<file path="src/rtl/lsu_pkg.sv">
// Shared types for the load/store unit: FSM encoding, funct3 codes and
// the access-legality check.
package lsu_pkg;

  typedef enum logic [2:0] {
    ST_IDLE  = 3'd0,
    ST_RD    = 3'd1,
    ST_WR    = 3'd2,
    ST_MERGE = 3'd3,
    ST_DONE  = 3'd4
  } lsu_state_e;

  localparam logic [2:0] F3_B  = 3'd0;
  localparam logic [2:0] F3_H  = 3'd1;
  localparam logic [2:0] F3_W  = 3'd2;
  localparam logic [2:0] F3_BU = 3'd4;
  localparam logic [2:0] F3_HU = 3'd5;

  // Misaligned halfword/word, or a funct3 that has no meaning for the direction.
  function automatic logic is_bad_access(input logic store, input logic [2:0] f3,
                                         input logic [1:0] lane);
    logic bad;
    case (f3)
      F3_B:    bad = 1'b0;
      F3_H:    bad = lane[0];
      F3_W:    bad = (lane != 2'b00);
      F3_BU:   bad = store;
      F3_HU:   bad = store | lane[0];
      default: bad = 1'b1;
    endcase
    return bad;
  endfunction

endpackage

</file>
<file path="src/rtl/lsu_if.sv">
// Core-side request/response and datam-side bus of the load/store unit.
interface lsu_if;
  import lsu_pkg::*;

  logic        req_valid;
  logic        req_store;
  logic [2:0]  req_funct3;
  logic [31:0] req_addr;
  logic [31:0] req_wdata;
  logic        stall;
  logic        done;
  logic [31:0] rdata;
  logic        err;
  logic [31:0] mem_a;
  logic [31:0] mem_wd;
  logic        mem_we;
  logic [31:0] mem_rd;

  modport slave (
    input  req_valid, req_store, req_funct3, req_addr, req_wdata, mem_rd,
    output stall, done, rdata, err, mem_a, mem_wd, mem_we
  );

  modport master (
    output req_valid, req_store, req_funct3, req_addr, req_wdata, mem_rd,
    input  stall, done, rdata, err, mem_a, mem_wd, mem_we
  );
endinterface

</file>
<file path="src/rtl/lsu_align.sv">
// Lane steering: load byte/half extraction with extension, and the
// read-modify-write merge for sub-word stores.
module lsu_align
  import lsu_pkg::*;
(
  input  logic [2:0]  funct3_i,
  input  logic [1:0]  lane_i,
  input  logic [31:0] rd_word_i,
  input  logic [31:0] wdata_i,
  output logic [31:0] load_data_o,
  output logic [31:0] merge_data_o
);

  logic [7:0]  byte_s;
  logic [15:0] half_s;

  // Select the addressed byte/half and build the load and merge words.
  always_comb begin
    load_data_o  = rd_word_i;
    merge_data_o = rd_word_i;
    half_s       = lane_i[1] ? rd_word_i[31:16] : rd_word_i[15:0];
    case (lane_i)
      2'd0:    byte_s = rd_word_i[7:0];
      2'd1:    byte_s = rd_word_i[15:8];
      2'd2:    byte_s = rd_word_i[23:16];
      2'd3:    byte_s = rd_word_i[31:24];
      default: byte_s = 8'h00;
    endcase
    case (funct3_i)
      F3_B: begin
        load_data_o = {{24{byte_s[7]}}, byte_s};
        case (lane_i)
          2'd0:    merge_data_o[7:0]   = wdata_i[7:0];
          2'd1:    merge_data_o[15:8]  = wdata_i[7:0];
          2'd2:    merge_data_o[23:16] = wdata_i[7:0];
          2'd3:    merge_data_o[31:24] = wdata_i[7:0];
          default: merge_data_o        = rd_word_i;
        endcase
      end
      F3_H: begin
        load_data_o = {{16{half_s[15]}}, half_s};
        if (lane_i[1]) begin
          merge_data_o[31:16] = wdata_i[15:0];
        end else begin
          merge_data_o[15:0] = wdata_i[15:0];
        end
      end
      F3_W: begin
        load_data_o  = rd_word_i;
        merge_data_o = wdata_i;
      end
      F3_BU:   load_data_o = {24'h000000, byte_s};
      F3_HU:   load_data_o = {16'h0000, half_s};
      default: load_data_o = rd_word_i;
    endcase
  end

endmodule

</file>
<file path="src/rtl/lsu_ctrl.sv">
// Load/store sequencer for a word-wide, single-write-enable, synchronous-read
// data memory: stalls the core, does RMW for SB/SH and formats loads.
module lsu_ctrl
  import lsu_pkg::*;
#(
  parameter int MEM_RD_LAT = 1
) (
  input  logic  clk,
  input  logic  reset,
  lsu_if.slave  bus
);

  localparam logic [1:0] LAT_C = 2'(MEM_RD_LAT);

  lsu_state_e  state_q, state_d;
  logic [1:0]  cnt_q, cnt_d;
  logic        store_q, store_d;
  logic [2:0]  funct3_q, funct3_d;
  logic [1:0]  lane_q, lane_d;
  logic [31:0] wdata_q, wdata_d;
  logic [31:0] rdata_q, rdata_d;
  logic        err_q, err_d;
  logic [31:0] mem_a_q, mem_a_d;
  logic [31:0] mem_wd_q, mem_wd_d;
  logic        mem_we_q, mem_we_d;
  logic [31:0] load_data_s;
  logic [31:0] merge_data_s;

  lsu_align u_align (
    .funct3_i     (funct3_q),
    .lane_i       (lane_q),
    .rd_word_i    (bus.mem_rd),
    .wdata_i      (wdata_q),
    .load_data_o  (load_data_s),
    .merge_data_o (merge_data_s)
  );

  // State and datapath registers; reset abandons any access in flight.
  always_ff @(posedge clk or posedge reset) begin
    if (reset) begin
      state_q  <= ST_IDLE;
      cnt_q    <= 2'd0;
      store_q  <= 1'b0;
      funct3_q <= 3'd0;
      lane_q   <= 2'd0;
      wdata_q  <= 32'h0;
      rdata_q  <= 32'h0;
      err_q    <= 1'b0;
      mem_a_q  <= 32'h0;
      mem_wd_q <= 32'h0;
      mem_we_q <= 1'b0;
    end else begin
      state_q  <= state_d;
      cnt_q    <= cnt_d;
      store_q  <= store_d;
      funct3_q <= funct3_d;
      lane_q   <= lane_d;
      wdata_q  <= wdata_d;
      rdata_q  <= rdata_d;
      err_q    <= err_d;
      mem_a_q  <= mem_a_d;
      mem_wd_q <= mem_wd_d;
      mem_we_q <= mem_we_d;
    end
  end

  // Next-state logic; mem_we is only ever raised on entry to WR or MERGE.
  always_comb begin
    state_d  = state_q;
    cnt_d    = cnt_q;
    store_d  = store_q;
    funct3_d = funct3_q;
    lane_d   = lane_q;
    wdata_d  = wdata_q;
    rdata_d  = rdata_q;
    err_d    = err_q;
    mem_a_d  = mem_a_q;
    mem_wd_d = mem_wd_q;
    mem_we_d = 1'b0;
    case (state_q)
      ST_IDLE: begin
        if (bus.req_valid) begin
          store_d  = bus.req_store;
          funct3_d = bus.req_funct3;
          lane_d   = bus.req_addr[1:0];
          wdata_d  = bus.req_wdata;
          mem_a_d  = {bus.req_addr[31:2], 2'b00};
          cnt_d    = 2'd0;
          err_d    = is_bad_access(bus.req_store, bus.req_funct3, bus.req_addr[1:0]);
          if (err_d) begin
            state_d = ST_DONE;
          end else if (bus.req_store && (bus.req_funct3 == F3_W)) begin
            state_d  = ST_WR;
            mem_wd_d = bus.req_wdata;
            mem_we_d = 1'b1;
          end else begin
            state_d = ST_RD;
          end
        end else begin
          state_d = ST_IDLE;
        end
      end
      ST_RD: begin
        if (cnt_q == LAT_C) begin
          if (store_q) begin
            state_d  = ST_MERGE;
            mem_wd_d = merge_data_s;
            mem_we_d = 1'b1;
          end else begin
            state_d = ST_DONE;
            rdata_d = load_data_s;
          end
        end else begin
          cnt_d = cnt_q + 2'd1;
        end
      end
      ST_WR:    state_d = ST_DONE;
      ST_MERGE: state_d = ST_DONE;
      ST_DONE:  state_d = ST_IDLE;
      default:  state_d = ST_IDLE;
    endcase
  end

  assign bus.stall  = ((state_q == ST_IDLE) & bus.req_valid) | (state_q == ST_RD) |
                      (state_q == ST_WR) | (state_q == ST_MERGE);
  assign bus.done   = (state_q == ST_DONE);
  assign bus.rdata  = rdata_q;
  assign bus.err    = err_q;
  assign bus.mem_a  = mem_a_q;
  assign bus.mem_wd = mem_wd_q;
  assign bus.mem_we = mem_we_q;

endmodule

</file>
<file path="src/flat_wrapper.sv">
// flat-port wrapper written by rule: the top's interface ports become plain ports
module lsu_ctrl_flat import lsu_pkg::*;
#(
  parameter int MEM_RD_LAT = 1
)
  (clk, reset, bus_req_valid, bus_req_store, bus_req_funct3, bus_req_addr, bus_req_wdata, bus_mem_rd, bus_stall, bus_done, bus_rdata, bus_err, bus_mem_a, bus_mem_wd, bus_mem_we);
  lsu_if bus_i ();
  input  logic clk;
  input  logic reset;
  input wire logic [$bits(bus_i.req_valid)-1:0] bus_req_valid;
  input wire logic [$bits(bus_i.req_store)-1:0] bus_req_store;
  input wire logic [$bits(bus_i.req_funct3)-1:0] bus_req_funct3;
  input wire logic [$bits(bus_i.req_addr)-1:0] bus_req_addr;
  input wire logic [$bits(bus_i.req_wdata)-1:0] bus_req_wdata;
  input wire logic [$bits(bus_i.mem_rd)-1:0] bus_mem_rd;
  output wire logic [$bits(bus_i.stall)-1:0] bus_stall;
  output wire logic [$bits(bus_i.done)-1:0] bus_done;
  output wire logic [$bits(bus_i.rdata)-1:0] bus_rdata;
  output wire logic [$bits(bus_i.err)-1:0] bus_err;
  output wire logic [$bits(bus_i.mem_a)-1:0] bus_mem_a;
  output wire logic [$bits(bus_i.mem_wd)-1:0] bus_mem_wd;
  output wire logic [$bits(bus_i.mem_we)-1:0] bus_mem_we;
  assign bus_i.req_valid = bus_req_valid;
  assign bus_i.req_store = bus_req_store;
  assign bus_i.req_funct3 = bus_req_funct3;
  assign bus_i.req_addr = bus_req_addr;
  assign bus_i.req_wdata = bus_req_wdata;
  assign bus_i.mem_rd = bus_mem_rd;
  assign bus_stall = bus_i.stall;
  assign bus_done = bus_i.done;
  assign bus_rdata = bus_i.rdata;
  assign bus_err = bus_i.err;
  assign bus_mem_a = bus_i.mem_a;
  assign bus_mem_wd = bus_i.mem_wd;
  assign bus_mem_we = bus_i.mem_we;
  lsu_ctrl #(.MEM_RD_LAT(MEM_RD_LAT)) u_core (.clk(clk), .reset(reset), .bus(bus_i));
endmodule
</file>
<file path="config.mk">
export PLATFORM = sky130hd
export DESIGN_NAME = lsu_ctrl_flat
export DESIGN_NICKNAME = d
export VERILOG_FILES = /design/src/rtl/lsu_pkg.sv /design/src/rtl/lsu_if.sv /design/src/rtl/lsu_align.sv /design/src/rtl/lsu_ctrl.sv /design/src/flat_wrapper.sv
export SDC_FILE = /design/constraint.sdc
export NUM_CORES = 1
export LEC_CHECK = 0
export ABC_CLOCK_PERIOD_IN_PS = 6200
export CORE_ASPECT_RATIO = 0.9
export CORE_MARGIN = 1
export CORE_UTILIZATION = 48
export CTS_CLUSTER_DIAMETER = 30
export CTS_CLUSTER_SIZE = 25
export DETAILED_ROUTE_END_ITERATION = 6
export GPL_ROUTABILITY_DRIVEN = 0
export PLACE_DENSITY = 0.77
export SYNTH_ARGS = -nofsm -noshare
export SYNTH_HDL_FRONTEND = slang
export SYNTH_SLANG_ARGS = --single-unit
</file>
<file path="constraint.sdc">
create_clock -name clk -period 6.2 [get_ports clk]
set_input_delay 0.93 -clock clk [delete_from_list [all_inputs] [get_ports clk]]
set_output_delay 0.93 -clock clk [all_outputs]
set_load 0.005 [all_outputs]
</file>
-- Yosys cells after proc, flatten, opt, wreduce, memory -nomap -nowiden
Cells that the tools add are included.
- register bits after elaboration: 139
- input bits: 103
- word-level logic and storage cells: 86
- add/subtract/negate cells: 1
- eq/ne operators: 22
- multiplexer cells: 34
- bitwise operators: 6
- reduce and logical (&&, ||, !) cells: 12
- operators with widths (operator ; number):
    two-way mux 32 bit ; 5
    one-hot mux 32 bit (4 select lines) ; 1
    one-hot mux 32 bit (3 select lines) ; 1
    one-hot mux 32 bit (2 select lines) ; 1
    two-way mux 16 bit ; 3
    two-way mux 8 bit ; 4
    one-hot mux 8 bit (4 select lines) ; 1
    == test 3 bit (second input constant) ; 5
    == test 3 x 2 -> 1 bit (second input constant) ; 4
    two-way mux 3 bit ; 4
    == test 3 x 1 -> 1 bit (second input constant) ; 3
    zero test 3 bit ; 3
    one-hot mux 3 bit (3 select lines) ; 1
    two-way mux 1 bit ; 7
    two-way mux 2 bit ; 3
    != test 2 x 1 -> 1 bit (second input constant) ; 3
    != test 2 bit (second input constant) ; 3
    AND reduction 3 bit ; 2
    AND reduction 6 bit ; 1
    one-hot mux 1 bit (5 select lines) ; 1
    == test 2 x 1 -> 1 bit (second input constant) ; 2
    == test 2 bit (second input constant) ; 2
    bitwise OR 1 bit ; 4
    one-hot mux 2 bit (2 select lines) ; 1
    9 further kinds ; 10

-- Logic depth before layout (Yosys ltp)
Gate-level depths: netlist of run 1.
- depth after elaboration: 7
- gate-level depth with buffers: 9
- gate-level depth less buffers: 6

-- By module
A second synthesis of run 1 with hierarchy kept.
- cells, all modules: 766
- area total of the unflattened synthesis: 7178.1 µm²
- by module, submodules not included (module ; times used ; cells an instance ; area each (µm²)):
    lsu_ctrl ; 1 ; 568 ; 5856.9
    lsu_align ; 1 ; 198 ; 1321.3

-- Worst setup path after synthesis of run 1
No wires, ideal clock.
- path type: in2reg
- start: input bus_req_funct3[2]
- end: register u_core.mem_wd_q[0] (netlist: u_core.bus.mem_wd[0])
- data arrival time: 2.209 ns
- path slack: 3.867 ns
- cell stages on the path: 5
- path buffers: 0
- path through: a221o_1 -> a2111oi_4 -> o21ai_2 -> inv_2 -> mux2_2
- word-level cells in the longest chain between the ends: 6
- ends and longest elaborated chain (element ; line ; RTL):
    start, declared ; flat_wrapper.sv:12 ; input wire logic [$bits(bus_i.req_funct3)-1:0] bus_req_funct3;
    == test 3 bit (tied with other cells) ; lsu_pkg.sv:23 ; case (f3)
    one-hot mux 1 bit (5 select lines) ; lsu_pkg.sv:23 ;
    two-way mux 1 bit ; lsu_ctrl.sv:82 ; if (bus.req_valid) begin
    two-way mux 1 bit ; lsu_ctrl.sv:80 ; case (state_q)
    != test 2 bit (no source line) ; - ;
    AND reduction 6 bit (no source line) * ; - ;
    end signal, assigned ; lsu_ctrl.sv:62 ; mem_wd_q <= mem_wd_d;
    end, declared ; lsu_ctrl.sv:24 ; logic [31:0] mem_wd_q, mem_wd_d;
Every way passes the cells marked *; elsewhere a longest branch is shown, timed or not. The select of a mux whose other input is x is not followed.
A chain may end at the register's enable or synchronous reset.

-- Worst setup path in the final report of run 1
- start: input bus_req_valid
- end: output bus_stall
- word-level cells in the longest chain between the ends: 4
- ends and longest elaborated chain (element ; line ; RTL):
    start, declared ; flat_wrapper.sv:10 ; input wire logic [$bits(bus_i.req_valid)-1:0] bus_req_valid;
    bitwise AND 1 bit ; lsu_ctrl.sv:124 ; assign bus.stall = ((state_q == ST_IDLE) & bus.req_valid) | (state_q == ST_RD) |
    bitwise OR 1 bit (2 in series) ; lsu_ctrl.sv:124 ;
    bitwise OR 1 bit ; lsu_ctrl.sv:125 ; (state_q == ST_WR) | (state_q == ST_MERGE);
    end, declared ; flat_wrapper.sv:16 ; output wire logic [$bits(bus_i.stall)-1:0] bus_stall;
No other way between the ends.

==> impl_metrics.toml, run 1 <==
[outcome]
status = "complete, no violations"

[min_path]
hold_class = "reg2reg"

[die]
rows = 41
dieWidth_um = 129
die_y_um = 117
start_util = 0.496
die_area_um2 = 15100
io_pins = 203
core_um2 = 14100

[global_routing]
grt_pass1_wl_mm = 33.7
antenna_found_initial = 0
grt_overflow = 0
grt_max_degree = 86
grt_pass1_vias = 6343
grt_usage = 0.297

[yosys]
synth-simple-area-share = 0.206
yosys_warnings = 0
syn_inst = 800
synth_cell_types = 49
synth-compound-area-share = 0.210
synth_area_leaders = "dfrtp_1 (50%), nand2_1 (14%), nor2_1 (3.3%), o21ai_0 (2.8%), o31ai_1 (2.8%)"
synth_top_cell_by_area = "dfrtp_1"
synth_area_um2 = 6990
ys_ff_latch = 139
syn_avg_cell_area_um2 = 8.74
synthFlopType = "dfrtp_1"
synth_edf_count = 0
synthXorXnorAreaFrac = 0
synthAdderAreaFrac = 0.00179
synth_top_area_share = 0.497
yosysSeqAreaShare = 0.497
async_reset_ff_frac = 1.00
synthMuxAreaShare = 0.0395
synth_top_family_by_area = "compound AO/OA/AOI/OAI gates"

[clock_network]
clock_sinks = 139
ctsResizeCount = 0
numCtsBuffers = 17
tritoncts = "done"
cts_max_level = 4
cts.repair_timing.setup_buffer_count = 0
clk_pin_slew_ps = 60
cts_buffer_depth = 2
cts-root-buf = "clkbuf_16"
cts_hold_buf = 0
clk_latency_ps = 420

[cells_and_area]
post-route-util = 0.682
layout.nets = 1074
seq_area_um2 = 3480
antenna_cells = 0
multi_input_area_um2 = 3220
area_growth_pct = 37.6
final_common_cell = "nand2_1"
drive_gt1_frac = 0.0753
fill_cells = 1154
final_area_um2 = 9620
mostFrequentLayoutCells = "nand2_1 (268), clkdlybuf4s50_1 (200), dfrtp_1 (139)"

[drt]
via_per_inst = 5.72
drtPass1Iterations = 5
routed_wl_mm = 21.4
ant_nets = 0
wl_per_cell_um = 18.2
drc_errors = 0
vias = 6729
first_iter_violations = 603

[timing]
fin_skew_ps = 6.99
rsz0062_at_grt = "no"
post-route-min-period_ps = 3060
max_freq_mhz = 327
fin_tns_setup_ps = 0
relSlewSlack = 0.130
report.final.slew_viol_count = 0
finalCritPeriodShare = 0.493
tightest_slew_ps = 1310
hold_viol_final = 0
setup_viol = 0

[critical_path]
cp.required_ps = 5270
crit_path_end_kind = "primary output"
worstPathArrival_ps = 2130
cp-start-kind = "input port"
critPathKind = "in2out"
cp_max_fo = 3

[pwr]
ir_drop_mv = 0.278
power_density_nw_per_um2 = 509
power_mw = 4.89
leakage_nw = 4.27

[placement]
dpl-instance-area_um2 = 9060
port_buffers = 200
hpwlAfterDp_mm = 14.7

[flow_run]
maxCapViolations = 0
-- cells by family (layout without fill, tap and decap cells) --
| family | Yosys count | in the layout |
|---|---|---|
| buffers and inverters | 70 | 252 |
| AOI/OAI and AO/OA | 204 | 204 |
| and+or+nand+nor | 360 | 360 |
| other | 1 | 2 |
| adders and majority gates | 1 | 1 |
| DFF | 139 | 139 |
| muxes | 25 | 25 |
-- cells in the mapped netlist (8+ instances only) --
master	count
nand2_1	268
dfrtp_1	139
nor2_1	61
o21ai_0	39
clkbuf_1	38
o31ai_1	26
a22oi_1	23
o22ai_1	21
a21oi_1	18
a211oi_1	16
mux2i_1	13
buf_2	12
mux2_2	11
a21oi_2	10
a221oi_1	9
nor3_1	9
a2bb2oi_1	8
a32o_1	8
inv_1	8
o221ai_1	8
-- flip-flops by register name, summed over array words and instances (netlist names), 2 cells and up --
signal             flops
u_core.funct3_q        3
u_core.lane_q          2
u_core.bus.mem_a      30
u_core.bus.mem_wd     32
u_core.state_q         3
u_core.cnt_q           2
u_core.wdata_q        32
u_core.bus.rdata      32
-- report_power, final --
group          total [mW]  leakage, nW  switching [mW]  internal (mW)
Sequential           1.71         1.70           0.384           1.33
Combinational        2.20         2.29            1.11           1.09
Clock               0.982        0.278           0.372          0.609
-- metal layers --
layer,GRT usage,share of wire
met5,0,0
met4,0.0925,0.017
met3,0.101,0.11
met2,0.442,0.44
met1,0.409,0.43
-- worst max-delay path, stage by stage --
cell,delay (ps)
clkdlybuf4s50_1,520
nor3_1,70
nor2_1,100
clkdlybuf4s50_1,510
-- final timing paths --
path                                            from              endpoint  slack, ps  cells past startpoint
worst min-delay path            u_core.bus.mem_a[13]  u_core.bus.mem_a[13]        480                      2
max in group asynchronous                      reset      u_core.lane_q[1]       3970                      3
min in group asynchronous                      reset   u_core.bus.mem_a[2]       1040                      2
worst max register to register    u_core.funct3_q[1]  u_core.bus.mem_wd[9]       3460                      6
worst min register to register  u_core.bus.mem_a[13]  u_core.bus.mem_a[13]        480                      2
worst max-delay path                   bus_req_valid             bus_stall       3140                      4
-- metrics by stage --
| step | setup slack [ps] | cells | hold slack, ps |
|---|---|---|---|
| 6_report | 3140 | 1176 | 475 |
| 5_1_grt | 3110 | 1176 | 491 |
| 4_1_cts | 3130 | 1176 | 476 |
| 3_5_place_dp | 3140 | 1144 | 462 |
| 3_3_place_gp | 3170 | 1144 | 456 |
| 2_1_floorplan | 1550 | 801 | 446 |
-- cell type report --
class                   instances  area share
well taps                     193      0.0251
repair buffers                209       0.215
flip-flops and latches        139       0.361
clock inverters                 8     0.00962
clock buffers                  24      0.0490
inverters                      11     0.00481
multi-input cells             592       0.335
Note: power is estimated with default switching activity, not from simulation.
==> run 2, diff against run 1 <==
--- a/config.mk
+++ b/config.mk
@@ -5,7 +5,7 @@
 export SDC_FILE = /design/constraint.sdc
 export NUM_CORES = 1
 export LEC_CHECK = 0
-export ABC_CLOCK_PERIOD_IN_PS = 6200
+export ABC_CLOCK_PERIOD_IN_PS = 3200
 export CORE_ASPECT_RATIO = 0.9
 export CORE_MARGIN = 1
 export CORE_UTILIZATION = 48
==> constraint.sdc (replaced) <==
create_clock -name clk -period 3.2 [get_ports clk]
set_input_delay 0.48 -clock clk [delete_from_list [all_inputs] [get_ports clk]]
set_output_delay 0.48 -clock clk [all_outputs]
set_load 0.005 [all_outputs]
==> run 2 against run 1 <==
  * Largest cell class unchanged
  * Count of clock-buffer cells in the layout is 6 lower
  * Sequential power up 95%
  * Worst hold slack worse by 5.0 ps
  * Highest routed layer unchanged
  * Clock power is 100% higher
  * Critical path depth increased by 2
  * Register-to-register slack lost 2800 ps
  * Combinational power is 95% higher
  * Utilization up 0.54 points
  * Sequential share of layout area is 0.28 points lower
  * Wire length rose by 0.63%
==> impl_metrics.toml, run 2 (same netlist as run 1, synthesis figures left out) <==
[cells_and_area]
mostFrequentLayoutCells = "nand2_1 (268), clkdlybuf4s50_1 (200), dfrtp_1 (139)"
fill_cells = 1132
final_area_um2 = 9700
antenna_cells = 0
area_growth_pct = 38.7
final_common_cell = "nand2_1"
drive_gt1_frac = 0.0850
layout.nets = 1079
post-route-util = 0.688

[die]
die_y_um = 117
io_pins = 203
rows = 41
dieWidth_um = 129
start_util = 0.496
die_area_um2 = 15100
core_um2 = 14100

[clock_network]
clock_sinks = 139
cts_max_level = 4
clk_pin_slew_ps = 60
tritoncts = "done"
cts.repair_timing.setup_buffer_count = 0
cts_hold_buf = 0
ctsResizeCount = 0
clk_latency_ps = 430
cts_buffer_depth = 2
numCtsBuffers = 17
cts-root-buf = "clkbuf_16"

[placement]
port_buffers = 200
hpwlAfterDp_mm = 14.8
dpl-instance-area_um2 = 9110

[critical_path]
cp-start-kind = "flop"
r2r_slack_ps = 700
cp_max_fo = 19
r2r-end = "u_core.bus.mem_wd[1]"
worstPathArrival_ps = 2810
critPathKind = "reg2reg"
crit_path_end_kind = "flop"
cpPeakStageDelay_ps = 890
cp.required_ps = 3510
cp_cell_sequence = "buf_4 > nor2_1 > o31a_1 > o221ai_1 > o21ai_0 > mux2_2"
rr_startpoint = "u_core.lane_q[1]"
path_buf_inv = 1
crit_path_start = "u_core.lane_q[1]"
rr_worst_depth = 6
cpMaxStageDelayCell = "dfrtp_1"
crit_family = "flip-flops"

[outcome]
status = "complete, no violations"

[global_routing]
antenna_found_initial = 0
grt_usage = 0.302
grt_pass1_wl_mm = 34.3
grt_overflow = 0
grt_max_degree = 140
grt_pass1_vias = 6541

[timing]
hold_viol_final = 0
fin_tns_setup_ps = 0
report.final.slew_viol_count = 0
tightest_slew_ps = 848
relSlewSlack = 0.435
fin_skew_ps = 7.64
max_freq_mhz = 399
rsz0062_at_grt = "no"
finalCritPeriodShare = 0.782
hold_ws_ps = 470
setup_viol = 0
post-route-min-period_ps = 2500

[drt]
routed_wl_mm = 21.6
first_iter_violations = 671
ant_nets = 0
vias = 6748
via_per_inst = 5.71
drc_errors = 0
drtPass1Iterations = 5
wl_per_cell_um = 18.2

[min_path]
holdPathStages = 2
hold_class = "reg2reg"
min_from = "u_core.bus.mem_a[8]"
whs_endpoint = "u_core.bus.mem_a[8]"

[flow_run]
maxCapViolations = 0

[pwr]
power_mw = 9.61
leakage_nw = 4.31
power_density_nw_per_um2 = 991
ir_drop_mv = 0.527
run 2: final cells by class:
class,instances,area (um^2),share of cell area
Tap cell,193,241,0.0249
Clock buffer,18,439,0.0453
Multi-Input combinational cell,592,3220,0.332
Sequential cell,139,3480,0.359
Inverter,11,45.0,0.00464
Clock inverter,14,153,0.0157
Timing Repair Buffer,214,2120,0.219
run 2: metrics by stage:
| step | cells | worst slack [ps] |
|---|---|---|
| after floorplan | 801 | 985 |
| after global placement | 1149 | 729 |
| after detailed placement | 1149 | 608 |
| after CTS | 1181 | 771 |
| after global routing | 1181 | 542 |
| final | 1181 | 697 |
run 2: worst min-delay path, stage by stage (launching register included):
cell     delay (ps)
dfrtp_1         340
nand2_1          50
nand2_1          50
run 2: worst max path at each step:
stage | depth (start not counted) | end
floorplan | 1 | u_core.bus.err
detailed placement | 6 | u_core.bus.mem_wd[13]
CTS | 6 | u_core.bus.mem_wd[1]
finish | 6 | u_core.bus.mem_wd[1]
global placement | 6 | u_core.bus.mem_wd[21]
global route | 5 | u_core.bus.mem_wd[19]
run 2: where the power goes:
group	switching, mW	leakage [nW]	internal [mW]	total, mW
sequential	0.761	1.70	2.58	3.34
clock	0.761	0.291	1.23	1.99
combinational	2.15	2.32	2.13	4.28
total	3.67	4.31	5.94	9.61
run 2: routing by layer:
metal,track usage,vias to the layer above,part of all wire
li1,-,3121,-
met1,0.406,3208,0.41
met4,0.105,0,0.020
met5,0,-,0
met2,0.451,379,0.44
met3,0.109,40,0.12
==> run 3, diff against run 2 <==
--- a/config.mk
+++ b/config.mk
@@ -5,15 +5,15 @@
 export SDC_FILE = /design/constraint.sdc
 export NUM_CORES = 1
 export LEC_CHECK = 0
-export ABC_CLOCK_PERIOD_IN_PS = 3200
+export ABC_CLOCK_PERIOD_IN_PS = 2250
 export CORE_ASPECT_RATIO = 0.9
 export CORE_MARGIN = 1
-export CORE_UTILIZATION = 48
+export CORE_UTILIZATION = 43
 export CTS_CLUSTER_DIAMETER = 30
 export CTS_CLUSTER_SIZE = 25
 export DETAILED_ROUTE_END_ITERATION = 6
 export GPL_ROUTABILITY_DRIVEN = 0
-export PLACE_DENSITY = 0.77
+export PLACE_DENSITY = 0.72
 export SYNTH_ARGS = -nofsm -noshare
 export SYNTH_HDL_FRONTEND = slang
 export SYNTH_SLANG_ARGS = --single-unit
==> constraint.sdc (replaced) <==
create_clock -name clk -period 2.25 [get_ports clk]
set_input_delay 0.3375 -clock clk [delete_from_list [all_inputs] [get_ports clk]]
set_output_delay 0.3375 -clock clk [all_outputs]
set_load 0.005 [all_outputs]
==> run 3 against run 2 <==
  * Sequential power up 40%
  * Wire length up 4.4%
  * Clock power grew 48%
  * Worst setup slack worse by 570 ps
  * First-iteration DRC count is 14% lower
  * Sequential cell count stayed put
  * Critical path depth stayed put
  * Register-to-register slack got worse by 570 ps
  * Non-clock buffer count increased by 23
  * Via count increased by 0.82%
  * Count of clock-buffer cells in the layout rose by 4
  * Worst hold slack worse by 270 ps
  * Largest cell class unchanged
==> impl_metrics.toml, run 3 (same netlist as run 1, synthesis figures left out) <==
[outcome]
status = "complete, no violations"

[drt]
drc_errors = 0
first_iter_violations = 580
ant_nets = 0
vias = 6803
drtPass1Iterations = 6
routed_wl_mm = 22.5
via_per_inst = 5.61
wl_per_cell_um = 18.6

[timing]
relSlewSlack = 0.551
max_freq_mhz = 472
fin_tns_setup_ps = 0
hold_ws_ps = 202
post-route-min-period_ps = 2120
tightest_slew_ps = 672
finalCritPeriodShare = 0.942
fin_skew_ps = 9.34
hold_viol_final = 0
setup_viol = 0
report.final.slew_viol_count = 0
rsz0062_at_grt = "no"

[global_routing]
use_met2 = 0.402
grt_usage = 0.278
grt_pass1_wl_mm = 34.9
grt_max_degree = 50
met1_usage = 0.377
grt_overflow = 0
grt_use_met3 = 0.0865
grt_pass1_vias = 6571
antenna_found_initial = 0
top_usage_layer = "met2"

[clock_network]
cts_max_level = 4
clk_latency_ps = 430
ctsResizeCount = 0
cts.repair_timing.setup_buffer_count = 0
tritoncts = "done"
cts_hold_buf = 0
cts-root-buf = "clkbuf_16"
clk_pin_slew_ps = 60
clock_sinks = 139
cts_buffer_depth = 2
numCtsBuffers = 17

[critical_path]
critPathKind = "reg2reg"
cp-start-kind = "flop"
worstPathArrival_ps = 2410
cp_cell_sequence = "clkinvlp_4 > nand3_1 > a21oi_1 > buf_4 > a211oi_1 > o31ai_1"
cp_max_fo = 13
crit_path_end_kind = "flop"
rr_worst_depth = 6
cpPeakStageDelay_ps = 640
r2r-end = "u_core.bus.mem_wd[10]"
rr_startpoint = "u_core.funct3_q[1]"
cp.required_ps = 2550
crit_path_start = "u_core.funct3_q[1]"
endpoint = "u_core.bus.mem_wd[10]"
r2r_slack_ps = 130
cpMaxStageDelayCell = "dfrtp_1"

[die]
start_util = 0.447
die_y_um = 123
io_pins = 203
core_um2 = 15700
rows = 43
dieWidth_um = 136
die_area_um2 = 16800

[placement]
hpwlAfterDp_mm = 16.1
port_buffers = 200
dpl-instance-area_um2 = 9330

[cells_and_area]
antenna_cells = 0
mostFrequentLayoutCells = "nand2_1 (268), clkdlybuf4s50_1 (200), dfrtp_1 (139)"
final_common_cell = "nand2_1"
area_growth_pct = 42.3
layout.nets = 1102
drive_gt1_frac = 0.106
final_area_um2 = 9950

[min_path]
hold_class = "in2async"

[pwr]
leakage_nw = 4.44
power_density_nw_per_um2 = 1410
power_mw = 14.0
ir_drop_mv = 0.742

[flow_run]
maxCapViolations = 0
-- run 3: cell count changes in the layout (fill, tap and decap cells not counted) --
cell	delta
buf_12	+3
buf_4	+20
clkbuf_1	+1
clkbuf_8	+3
clkinv_1	-1
clkinv_2	-5
clkinv_4	+1
inv_6	+1
-- run 3: worst min path at each step --
stage	to	slack (ps)	cells past startpoint
after floorplan	u_core.bus.mem_a[10]	440	2
after global placement	u_core.bus.mem_a[4]	460	2
after detailed placement	u_core.bus.mem_a[18]	460	2
after CTS	u_core.bus.mem_a[22]	200	2
after global routing	u_core.bus.mem_a[23]	220	2
final	u_core.bus.mem_a[23]	200	2
-- run 3: where the power goes --
group	internal (mW)	total (mW)	switching [mW]
Sequential	3.67	4.66	0.992
Combinational	3.22	6.44	3.22
Clock	1.86	2.95	1.09
-- run 3: worst max-delay path: cells and delay by family (launching register included) --
family	cells	cell delay [ps]
AOI/OAI and AO/OA	3	630
and+or+nand+nor	1	150
buffers and inverters	2	570
DFF	1	640
-- run 3: layout make-up --
cell class / instances / area [um^2]
Clock buffer: 22 / 484
Clock inverter: 10 / 138
Fill cell: 1324 / 5700
Inverter: 11 / 48.8
Multi-Input combinational cell: 592 / 3220
Sequential cell: 139 / 3480
Tap cell: 202 / 253
Timing Repair Buffer: 237 / 2330
-- run 3: metrics by stage --
stage	setup WS (ps)	std cells	utilization
after global routing	11.9	1213	0.636
after global placement	-91.6	1181	0.596
after CTS	143	1213	0.636
after floorplan	177	801	-
final	131	1213	0.636
after detailed placement	-214	1181	0.596
-- run 3: per-layer routing --
| metal | wire length, um | vias to the layer above | share of wire |
|---|---|---|---|
| met3 | 2620 | 56 | 0.12 |
| met2 | 9560 | 394 | 0.42 |
| met4 | 756 | 0 | 0.034 |
| li1 | - | 3165 | - |
| met1 | 9570 | 3188 | 0.43 |
| met5 | 0 | - | 0 |
